`src/rtl/pc_redirect_unit.sv`:
```
// Program-counter owner for the fetch stage. Redirects fetch on EX-stage branch/jump-register
// decisions, flushes IF/ID and ID/EX, parks a redirect behind an outstanding fetch, traps misaligned targets.
module pc_redirect_unit #(
    parameter logic [31:0] RESET_PC = 32'h0000_0000,
    parameter logic [31:0] TRAP_VEC = 32'h0000_0080
) (
    input  logic        clk,
    input  logic        rst_n,
    input  logic        stall,
    input  logic        branch_taken,
    input  logic [31:0] ex_pc_plus4,
    input  logic [31:0] ex_imm,
    input  logic        jr_taken,
    input  logic [31:0] jr_target,
    input  logic        imem_ready,
    output logic        imem_req,
    output logic [31:0] imem_addr,
    output logic [31:0] pc_plus4,
    output logic        if_valid,
    output logic        if_id_flush,
    output logic        id_ex_flush,
    output logic        misalign_err
);

    typedef enum logic [1:0] {
        BOOT = 2'd0,
        RUN  = 2'd1,
        KILL = 2'd2
    } state_t;

    state_t      state_reg, state_next;
    logic [31:0] pc_reg, pc_next;
    logic [31:0] pend_target_reg, pend_target_next;
    logic        misalign_err_reg, misalign_err_next;

    logic        redir;
    logic [31:0] raw_target;
    logic        target_misaligned;
    logic [31:0] eff_target;

    // Branch wins over jump-register when both are raised in the same cycle.
    assign redir             = branch_taken | jr_taken;
    assign raw_target        = branch_taken ? (ex_pc_plus4 + {ex_imm[29:0], 2'b00}) : jr_target;
    assign target_misaligned = (raw_target[1:0] != 2'b00);
    assign eff_target        = target_misaligned ? TRAP_VEC : raw_target;

    assign imem_addr    = pc_reg;
    assign pc_plus4     = pc_reg + 32'd4;
    assign misalign_err = misalign_err_reg;

    always_ff @(posedge clk or negedge rst_n) begin
        if (!rst_n) begin
            state_reg        <= BOOT;
            pc_reg           <= RESET_PC;
            pend_target_reg  <= 32'h0000_0000;
            misalign_err_reg <= 1'b0;
        end else begin
            state_reg        <= state_next;
            pc_reg           <= pc_next;
            pend_target_reg  <= pend_target_next;
            misalign_err_reg <= misalign_err_next;
        end
    end

    always_comb begin
        state_next        = state_reg;
        pc_next           = pc_reg;
        pend_target_next  = pend_target_reg;
        misalign_err_next = misalign_err_reg;
        imem_req          = 1'b0;
        if_valid          = 1'b0;
        if_id_flush       = 1'b0;
        id_ex_flush       = 1'b0;

        unique case (state_reg)
            BOOT: begin
                state_next = RUN;
                pc_next    = RESET_PC;
            end
            RUN: begin
                imem_req    = 1'b1;
                if_id_flush = redir;
                id_ex_flush = redir;
                if (redir) begin
                    misalign_err_next = misalign_err_reg | target_misaligned;
                    if (imem_ready) begin
                        pc_next = eff_target;
                    end else begin
                        // Fetch still in flight: address must hold, so park the target.
                        pend_target_next = eff_target;
                        state_next       = KILL;
                    end
                end else if (imem_ready && !stall) begin
                    pc_next  = pc_reg + 32'd4;
                    if_valid = 1'b1;
                end
            end
            KILL: begin
                imem_req    = 1'b1;
                if_id_flush = redir;
                id_ex_flush = redir;
                if (redir) begin
                    misalign_err_next = misalign_err_reg | target_misaligned;
                    pend_target_next  = eff_target;
                end
                // The wrong-path fetch finishing here is simply dropped (if_valid stays 0).
                if (imem_ready) begin
                    pc_next    = redir ? eff_target : pend_target_reg;
                    state_next = RUN;
                end
            end
            default: begin
                state_next = BOOT;
            end
        endcase
    end

endmodule

```
`config.mk`:
```
export PLATFORM = sky130hd
export DESIGN_NAME = pc_redirect_unit
export DESIGN_NICKNAME = d
export VERILOG_FILES = /design/src/rtl/pc_redirect_unit.sv
export SDC_FILE = /design/constraint.sdc
export NUM_CORES = 1
export LEC_CHECK = 0
export CORE_MARGIN = 5
export CORE_UTILIZATION = 44
export DETAILED_ROUTE_END_ITERATION = 8
export PLACE_DENSITY = 0.75
export SLEW_MARGIN = 10
export SYNTH_ARGS = -nofsm -noshare
export SYNTH_HDL_FRONTEND = slang
export SYNTH_SLANG_ARGS = --single-unit
```
`constraint.sdc`:
```
create_clock -name clk -period 2.4 [get_ports clk]
set_input_delay 0.36 -clock clk [delete_from_list [all_inputs] [get_ports clk]]
set_output_delay 0.36 -clock clk [all_outputs]
set_load 0.02 [all_outputs]
```
==> metrics.txt <==
CTS max path bufs 2; Final setup viols 18; worst hold margin 0.0292 ns; synth unique cells 70; global-route wire length before repair 42,900 um; Arr. time, crit path 2.22 ns; total wire length 30,500 um; MaxCap Viol Count 0; setup TNS -1.29 ns; post-route DRC violation count 0; LEAKAGE 5.00 nW; Ys Warns 0; GR Util met1 43.4%; sequential share of the synthesized area 28.1%; # port buffers 168; worst reg2reg endpoint imem_addr[22]; worst path bufs/invs 2; crit-path max FO 6; GR Layer Usage met2 54.6%; antenna viol nets, final 0; H-tree levels 3; final period demand of the worst path 2.58 ns; unrepaired setup endpoints after global routing true; Die Ht 126 um; Synth Cell Area 5960 um^2; post-synth top area share 28.1%; initial antenna violation count 0; r2r startpoint imem_addr[5]; WL per Instance 23.4 um; most frequent cell after synthesis nand2_1; Max Slew Vio Count 0; Hold Path Class in -> async; Starting Density 45.0%; CTS buffer count 9; Ports 171; grt met3 use 6.68%; worst reg-to-reg setup slack 0.02 ns; CP cell instances and4_4, nand4_1, or4_1, buf_6, nor3_4, xor2_2, buf_6; Hold Violations, Final 0; Avg Cell Area, Syn 8.03 um^2; clock insertion delay at the later pin of the skew report 0.34 ns; slew at the pin closest to its max-slew limit 0.617 ns; clock slew at reported path FFs 0.06 ns; largest net degree at the start of global routing 46; Clock Tree Root clkbuf_16; violated checks negative setup slack; number of global-route vias before repair 7,903; Antenna diodes 0; cell family with most CP delay simple AND/OR/NAND/NOR gates; core box area 13,200 um^2; Crit. End Element primary output; Final GP Congestion 0.964; top cells by count, synth nand2_1, a21oi_1, dfrtp_1; Most used DFF post-synth dfrtp_1; Post-synth EDFFs 0; Iter 0 DRT Violations 1,191; skew final 0.00549 ns; Period Utilization, post-route 107%; top post-synthesis cells by area dfrtp_1, ha_1, a21oi_1; drt first pass iters 7; r2r worst-path depth 11; Synth-to-Final Area Change 83.0%; Setup WS post-layout -0.176 ns; Die X 126 um; GRT Total Usage 33.6%; Peak VDD IR 533 uV; run status complete, but fails checks; CP peak stage delay 0.46 ns; Peak Freq 388 MHz; hpwl dp 20,600 um; power density over the cells 789 nW/um^2; CP most frequent cell buf_6; row count 42; GR peak layer met2; flops & latches, synth 67; Critical Path RT 2.04 ns; vias per std cell 6.33; CTS tree yes; clock sink count 67; share of layout cells above drive strength 1 40.4%; syn_nets 879; Max-Slew Margin vs Limit 58.9%; Critical Path Start Type register; die area 16,000 um^2; CP Class reg -> out; CP max stage cell or4_1; Synth Instances 742; gr ovfl total 0; Async SR Flop Fraction 100%; via count 8,266; cell taking the most area after synthesis dfrtp_1; final net count 1,263
worst register-to-register path: cells and delay by family (launching register included):
family          cells  cell delay [ns]
simple gates        5             0.83
flops               1             0.36
buf+inv             3             0.43
compound gates      2             0.49
xor+xnor            1             0.16
cells in the final DEF, fill, tap and decap left out, types with 16 or more instances in the layout:
| cell | count |
|---|---|
| a21o_1 | 17 |
| a21oi_1 | 54 |
| buf_4 | 237 |
| buf_6 | 20 |
| clkdlybuf4s50_1 | 95 |
| dfrtp_1 | 60 |
| dlygate4sd2_1 | 19 |
| ha_4 | 22 |
| nand2_1 | 81 |
| nand3_1 | 24 |
| nor2_1 | 40 |
| o21ai_0 | 42 |
| xnor2_1 | 16 |
per-layer routing:
metal,vias to the layer above,share of wire [%]
li1,3541,-
met1,3941,38
met4,0,4.6
met2,657,47
met3,127,10
met5,-,0
stage by stage:
stage | instance area, um^2 | power, mW | worst slack (ns) | std cells | util [%]
6_report | 10900 | 8.60 | -0.176 | 1306 | 82.3
5_1_grt | 10900 | 8.93 | -0.222 | 1306 | 82.3
4_1_cts | 10400 | 8.18 | -0.177 | 1287 | 78.4
3_5_place_dp | 9440 | 6.63 | -0.910 | 1252 | 71.3
3_3_place_gp | 9440 | 6.53 | -0.876 | 1252 | 71.3
2_1_floorplan | 6080 | 4.02 | -0.0633 | 742 | -
power breakdown:
part | internal, mW | switching (mW) | leakage (nW)
sequential | 1.47 | 0.254 | 0.881
clock | 0.883 | 0.502 | 0.152
combinational | 2.53 | 2.97 | 3.97
total | 4.87 | 3.73 | 5.00
logic make-up (layout without fill, tap and decap cells):
| group | Yosys count | in the layout | synth area share, % |
|---|---|---|---|
| compound gates | 263 | 263 | 29.4 |
| xor+xnor | 52 | 52 | 7.64 |
| fa+ha+maj | 35 | 35 | 7.48 |
| buf+inv | 57 | 445 | 3.80 |
| flops | 67 | 67 | 28.1 |
| mux | 16 | 16 | 2.79 |
| simple gates | 252 | 252 | 20.8 |
layout make-up:
type | count | area [um^2]
inverters | 14 | 52.6
repair buffers | 416 | 3570
multi-input cells | 618 | 5070
clock inverters | 2 | 35.0
clock buffers | 13 | 270
fillers | 784 | 2340
well taps | 176 | 220
flip-flops and latches | 67 | 1690
worst max path at each step:
stage | start | slack (ns) | to | depth (start not counted)
2_1_floorplan | ex_pc_plus4[2] | -0.06 | imem_addr[22] | 11
3_3_place_gp | ex_pc_plus4[2] | -0.88 | pend_target_reg[30] | 13
3_5_place_dp | ex_pc_plus4[2] | -0.91 | pend_target_reg[30] | 13
4_1_cts | imem_addr[16] | -0.18 | pc_plus4[29] | 7
5_1_grt | imem_addr[16] | -0.22 | pc_plus4[29] | 7
6_report | imem_addr[20] | -0.18 | pc_plus4[29] | 7
repair_timing:
action                                  in CTS  in global routing
endpoints found under the setup margin      71                 48
gates resized for setup                    265                118
pin swaps                                   59                 82
setup buffers                               20                 21
hold buffers                                 0                  0
Note: power is estimated with default switching activity, not from simulation.
